`src/rtl/snake_seg_mem_arbiter.sv`:
```
// Segment RAM arbiter for the snake game: one write port, two read ports, clear sweep.
// Optional macro SEG_ARB_GRID_GUARD_EN rejects out-of-grid writes and raises wr_err_out.
module snake_seg_mem_arbiter #(
    parameter int X_BITS   = 6,
    parameter int Y_BITS   = 6,
    parameter int S_ADDR_W = 8,
    parameter int GRID_W   = 60,
    parameter int GRID_H   = 40
) (
    input  logic                sys_clk,
    input  logic                sys_reset_n,
    input  logic                clr_start_in,
    output logic                clr_busy_out,
    input  logic                wr_req_in,
    input  logic [S_ADDR_W-1:0] wr_addr_in,
    input  logic [X_BITS-1:0]   wr_x_in,
    input  logic [Y_BITS-1:0]   wr_y_in,
    output logic                wr_ack_out,
    output logic                wr_err_out,
    input  logic                col_req_in,
    input  logic [S_ADDR_W-1:0] col_addr_in,
    output logic                col_ack_out,
    output logic                col_rvalid_out,
    output logic [X_BITS-1:0]   col_x_out,
    output logic [Y_BITS-1:0]   col_y_out,
    output logic                col_seg_valid_out,
    input  logic                vga_req_in,
    input  logic [S_ADDR_W-1:0] vga_addr_in,
    output logic                vga_ack_out,
    output logic                vga_rvalid_out,
    output logic [X_BITS-1:0]   vga_x_out,
    output logic [Y_BITS-1:0]   vga_y_out,
    output logic                vga_seg_valid_out
);

    localparam int WORD_W = 1 + X_BITS + Y_BITS;
    localparam int DEPTH  = 1 << S_ADDR_W;
    localparam logic [X_BITS:0] GRID_W_L = (X_BITS+1)'(GRID_W);
    localparam logic [Y_BITS:0] GRID_H_L = (Y_BITS+1)'(GRID_H);

    typedef enum logic {IDLE, CLEAR} state_t;

    state_t              state, state_nxt;
    logic                boot_pend;
    logic [S_ADDR_W-1:0] clr_addr;
    logic                last_vga;
    logic                wr_ok;

    logic                mem_we;
    logic [S_ADDR_W-1:0] mem_addr;
    logic [WORD_W-1:0]   mem_wdata;
    logic [WORD_W-1:0]   mem [DEPTH];

    logic [WORD_W-1:0]   rd_word_p1;
    logic                col_vld_p1, vga_vld_p1;
    logic [WORD_W-1:0]   col_hold, vga_hold;
    logic [WORD_W-1:0]   col_word, vga_word;

    function automatic logic in_grid(input logic [X_BITS-1:0] x, input logic [Y_BITS-1:0] y);
        return ({1'b0, x} < GRID_W_L) && ({1'b0, y} < GRID_H_L);
    endfunction

`ifdef SEG_ARB_GRID_GUARD_EN
    logic wr_err_q;

    assign wr_ok      = in_grid(wr_x_in, wr_y_in);
    assign wr_err_out = wr_err_q;

    always_ff @(posedge sys_clk or negedge sys_reset_n) begin
        if (!sys_reset_n)
            wr_err_q <= 1'b0;
        else if (wr_ack_out && !wr_ok)
            wr_err_q <= 1'b1;
    end
`else
    assign wr_ok      = 1'b1;
    assign wr_err_out = 1'b0;
`endif

    // boot_pend forces a sweep right after every reset so RAM content is always defined
    always_ff @(posedge sys_clk or negedge sys_reset_n) begin
        if (!sys_reset_n) begin
            state     <= IDLE;
            boot_pend <= 1'b1;
            clr_addr  <= '0;
        end else begin
            state     <= state_nxt;
            boot_pend <= 1'b0;
            clr_addr  <= (state == CLEAR) ? clr_addr + 1'b1 : '0;
        end
    end

    always_comb begin
        state_nxt = state;
        case (state)
            IDLE:    if (boot_pend || clr_start_in) state_nxt = CLEAR;
            CLEAR:   if (&clr_addr) state_nxt = IDLE;
            default: state_nxt = IDLE;
        endcase
    end

    always_comb begin
        wr_ack_out  = 1'b0;
        col_ack_out = 1'b0;
        vga_ack_out = 1'b0;
        mem_we      = 1'b0;
        mem_addr    = clr_addr;
        mem_wdata   = '0;
        if (state == CLEAR) begin
            mem_we = 1'b1;
        end else if (!boot_pend) begin
            if (wr_req_in) begin
                wr_ack_out = 1'b1;
                mem_we     = wr_ok;
                mem_addr   = wr_addr_in;
                mem_wdata  = {1'b1, wr_x_in, wr_y_in};
            end else if (vga_req_in && (!col_req_in || !last_vga)) begin
                vga_ack_out = 1'b1;
                mem_addr    = vga_addr_in;
            end else if (col_req_in) begin
                col_ack_out = 1'b1;
                mem_addr    = col_addr_in;
            end
        end
    end

    assign clr_busy_out = (state == CLEAR);

    // last_vga = 0 after reset so the renderer wins the first contested read
    always_ff @(posedge sys_clk or negedge sys_reset_n) begin
        if (!sys_reset_n)
            last_vga <= 1'b0;
        else if (vga_ack_out)
            last_vga <= 1'b1;
        else if (col_ack_out)
            last_vga <= 1'b0;
    end

    // stage p0 -> p1: single-port RAM access
    always_ff @(posedge sys_clk) begin
        if (mem_we)
            mem[mem_addr] <= mem_wdata;
        rd_word_p1 <= mem[mem_addr];
    end

    always_ff @(posedge sys_clk or negedge sys_reset_n) begin
        if (!sys_reset_n) begin
            col_vld_p1 <= 1'b0;
            vga_vld_p1 <= 1'b0;
            col_hold   <= '0;
            vga_hold   <= '0;
        end else begin
            col_vld_p1 <= col_ack_out;
            vga_vld_p1 <= vga_ack_out;
            if (col_vld_p1) col_hold <= rd_word_p1;
            if (vga_vld_p1) vga_hold <= rd_word_p1;
        end
    end

    // stage p1 outputs: fresh RAM word on rvalid, otherwise the held word
    assign col_word = col_vld_p1 ? rd_word_p1 : col_hold;
    assign vga_word = vga_vld_p1 ? rd_word_p1 : vga_hold;

    assign col_rvalid_out = col_vld_p1;
    assign vga_rvalid_out = vga_vld_p1;
    assign {col_seg_valid_out, col_x_out, col_y_out} = col_word;
    assign {vga_seg_valid_out, vga_x_out, vga_y_out} = vga_word;

endmodule
```
`config.mk`:
```
export PLATFORM = sky130hd
export DESIGN_NAME = snake_seg_mem_arbiter
export DESIGN_NICKNAME = d
export VERILOG_FILES = /design/src/rtl/snake_seg_mem_arbiter.sv
export SDC_FILE = /design/constraint.sdc
export NUM_CORES = 2
export LEC_CHECK = 0
export CAP_MARGIN = 40
export CORE_UTILIZATION = 45
export DETAILED_ROUTE_END_ITERATION = 8
export PLACE_DENSITY = 0.61
export SETUP_SLACK_MARGIN = 0.3
export SYNTH_ARGS = -nofsm -noshare
export SYNTH_HDL_FRONTEND = slang
export SYNTH_SLANG_ARGS = --single-unit
```
`constraint.sdc`:
```
create_clock -name sys_clk -period 12.1 [get_ports sys_clk]
set_input_delay 1.815 -clock sys_clk [delete_from_list [all_inputs] [get_ports sys_clk]]
set_output_delay 1.815 -clock sys_clk [all_outputs]
set_load 0.005 [all_outputs]
```
==> key figures <==
Status
  – Outcome: complete, no violations

Synth
  – Multiplexer share of the synthesized area: between 10% and 20%
  – Yosys cell types: 52
  – Synth Area in Adders: 0.00974%
  – Avg Cell Area, Syn: 22.9 um2
  – Post-synth ARST share: 1.15%
  – Main combinational cell family by area after synthesis: multiplexers
  – Number of flops mapped to enable cells by yosys: ~3300
  – Syn Inst Count: 5608
  – Fraction of synthesized cell area in xor and xnor cells: 0.0409%
  – Top FF cell, synth: edfxtp_1
  – Synth Area in Compound Gates: 3.41%
  – Syn Std Cell Area: 128000 um2
  – Warnings, synthesis: 0
  – Synth Register Bits: 3380
  – Post-Synth Simple-Gate Area: 1.59%
  – Sequential element share of the synthesized area: 78.8%

Clocking
  – H-tree depth: 5
  – Clock Sinks: 3380
  – CTS tree: built
  – Cts hold-fix bufs: 0
  – Number of setup buffers added after CTS: 0
  – Post-CTS Resized: 0
  – CTS clk-pin slew, worst paths: 60 ps
  – Worst-Skew Late Latency: between 800 and 900 ps
  – Clock buffer depth: 4
  – CTS Buf Count: around 340
  – Root Buffer: clkbuf_16

Routing
  – Vias: 63070
  – Initial DRC Count: around 7800
  – Routed wire length per instance: 32.9 um
  – Antenna-violating nets left: 0
  – Via/cell ratio: 6.24
  – Pre-antenna DRT Iters: 6
  – Wirelength, routed: approximately 330000 um
  – DR DRC count: 0

Timing
  – Achievable frequency: 137 MHz
  – Setup violations, final: 0
  – Fin. Hold Viols: 0
  – Slew headroom: 21.7%
  – WHS: 498 ps
  – Worst slew pin tran: approximately 1200 ps
  – Final Cycle Share: 60.1%
  – Clock period minus worst slack: slightly above 7000 ps
  – Slew Viols, Final: 0
  – Clk_skew: roughly 39 ps
  – RSZ-0062 raised after global routing: false
  – Final TNS setup: 0 ps

Final layout
  – Layout cell share with drive strength beyond 1: 28.8%
  – Nets: approximately 6000
  – Footprint of the multi-input gates: 25900 um2
  – FF/Latch Area: 101000 um2
  – Non-Filler Instances: between 10000 and 15000
  – Fillers: 21636
  – Layout area overhead: 14.8%

Worst setup path
  – Crit start category: input pin
  – Endpoint class of the critical path: register
  – Worst EP required: 12840 ps
  – Delay-heaviest family, CP: buffers and inverters
  – Setup Crit Path Kind: input pin to register
  – Slowest stage cell, crit path: buf_4
  – CP Max Fanout: 75
  – Crit-path cells: clkdlybuf4s50_1 -> nor2b_1 -> nor3_1 -> o31a_2 -> buf_12 -> buf_4 -> buf_4 -> mux4_2 -> a22oi_1 -> nand4_1 -> o21ai_0 -> nand3_1
  – Worst Path Buf+Inv: 4
  – CP max stage delay: 760 ps
  – CP dominant cell by count: buf_4
  – Worst EP arrival: between 8000 and 9000 ps

Global route
  – Largest net degree at the start of global routing: 217
  – Vias in the first global route: about 63000
  – Overall routing resource usage: 23.1%
  – First-pass GRT wire length: 473000 um
  – Initial antenna violation count: 13
  – GRT overflow: 0

Power
  – Sw power: 0.00757 W
  – Reg power frac: 46.6%
  – Peak supply drop: 0.149 mV
  – Clk pwr share: 37.5%
  – Static leakage: 51.9 nW
  – Sw frac: 27.2%
  – Pwr Density: ~190 nW/um2
  – Internal power: 0.0203 W
  – Gate power share: 15.9%

Run
  – MaxCap Viol Count: 0

Placement
  – Post-DP HPWL: about 200000 um
  – Placed instance count: 9486
  – Final Wtd Congestion: 0.847
  – Port bufs: 73

Die
  – Die Height: 536 um
  – IO Pins: 75
  – Std-Cell Rows: 195
  – Die W: approximately 540 um
  – Core area: 283000 um2
  – Initial Util: 45.4%
  – DIE AREA: 288000 um2

Worst hold path
  – Worst min-delay path class: register to register
-- cell families after synthesis --
group           after synthesis
buf+inv                     365
simple gates                449
fa+ha+maj                     1
xor+xnor                      6
flops                      3380
compound gates              539
other cells                   1
mux                         867
-- Yosys cell counts, types with 3 or more instances --
cell / number / area share [%]
and2_1: 7 / 0.034
o21ai_1: 15 / 0.058
xor2_1: 3 / 0.020
xnor2_1: 3 / 0.020
nor2b_1: 4 / 0.019
o32ai_1: 4 / 0.027
dfxtp_1: 13 / 0.20
dfrtp_1: 38 / 0.74
and3_1: 20 / 0.097
o21ai_0: 19 / 0.074
nor2_1: 270 / 0.79
inv_1: 6 / 0.018
a22oi_1: 130 / 0.76
nand4_1: 52 / 0.25
o22ai_1: 53 / 0.26
buf_4: 14 / 0.082
nand3_1: 16 / 0.062
nor3_1: 10 / 0.039
edfxtp_1: 3328 / 78
a32oi_1: 78 / 0.53
a21oi_1: 9 / 0.035
a32o_1: 104 / 0.81
clkbuf_1: 218 / 0.64
mux4_2: 832 / 15
o21a_1: 5 / 0.029
nand2b_1: 3 / 0.015
o31ai_1: 3 / 0.018
a221oi_1: 104 / 0.71
nor4_1: 16 / 0.078
o311ai_0: 3 / 0.020
nor4_2: 6 / 0.058
buf_2: 75 / 0.29
nand2_1: 41 / 0.12
mux2_2: 33 / 0.29
buf_1: 35 / 0.10
buf_6: 17 / 0.15
-- metrics by stage --
stage | setup WS [ps] | utilization [%] | area [um2] | total power (W)
after floorplan | 1750 | - | 128000 | 0.0156
after global placement | 3200 | 47.7 | 135000 | 0.0176
after detailed placement | 3980 | 48.2 | 136000 | 0.0176
after CTS | 4910 | 52.1 | 147000 | 0.0280
after global routing | 4550 | 52.1 | 147000 | 0.0285
final | 4830 | 52.1 | 147000 | 0.0279
-- layout make-up --
cell class	count	area share (%)
tap	3743	3.18
timing repair buffer	494	3.19
inverter	6	0.0153
clock buffer	413	6.09
clock inverter	196	1.33
antenna	4	0.00679
multi-input combinational	1864	17.6
sequential	3380	68.6
-- registers in the layout, indices dropped and copies added, names as in the netlist --
register and cells:
boot_pend 1, col_rvalid_out 1, last_vga 1, col_hold 13, clr_addr 8, rd_word_p1 13
mem 3328, vga_rvalid_out 1, clr_busy_out 1, vga_hold 13
-- path summary, 6_finish.rpt --
| check | slack, ps | start | endpoint | cells after the start |
|---|---|---|---|---|
| setup / recovery | 4830 | vga_req_in | rd_word_p1[3]$_DFF_P_ | 12 |
| hold / removal | 500 | col_hold[1]$_DFF_PN0_ | col_hold[1]$_DFF_PN0_ | 1 |
| setup reg to reg | 5810 | clr_busy_out$_DFF_PN0_ | rd_word_p1[3]$_DFF_P_ | 12 |
| hold reg to reg | 500 | col_hold[1]$_DFF_PN0_ | col_hold[1]$_DFF_PN0_ | 1 |
| max in group asynchronous | 10530 | sys_reset_n | vga_hold[3]$_DFF_PN0_ | 2 |
| min in group asynchronous | 1050 | sys_reset_n | vga_hold[1]$_DFF_PN0_ | 2 |
-- cell usage in the layout (no fill, tap or decap), drive strengths merged, types with 9 or more instances in the layout --
cell type,Yosys,routed
edfxtp,3328,3328
mux4,832,832
buf,141,422
clkbuf,218,413
nor2,270,270
clkinv,0,134
a22oi,130,130
a32o,104,104
a221oi,104,104
a32oi,78,78
clkdlybuf4s50,0,72
o22ai,53,53
nand4,52,52
nand2,41,41
dfrtp,38,38
bufinv,0,35
o21ai,34,34
mux2,33,33
nor4,22,22
and3,20,20
inv,6,17
nand3,16,16
clkinvlp,0,16
dfxtp,13,13
nor3,10,10
a21oi,9,9
-- power groups by stage --
stage                     logic (W)  registers (W)  clock network, W
after detailed placement    0.00441         0.0132                 0
after floorplan             0.00246         0.0131                 0
after global routing        0.00456         0.0130            0.0110
final                       0.00444         0.0130            0.0104
after global placement      0.00434         0.0132                 0
after CTS                   0.00442         0.0130            0.0106
-- layer usage --
metal	part of all wire (%)	wire length (um)	vias to the layer above	track usage, %
li1	-	-	25325	-
met1	41	137000	34211	33.7
met2	47	155000	2995	35.4
met3	8.6	28500	533	4.08
met4	3.5	11700	6	7.62
met5	0.013	43	-	0
Note: power is estimated with default switching activity, not from simulation.
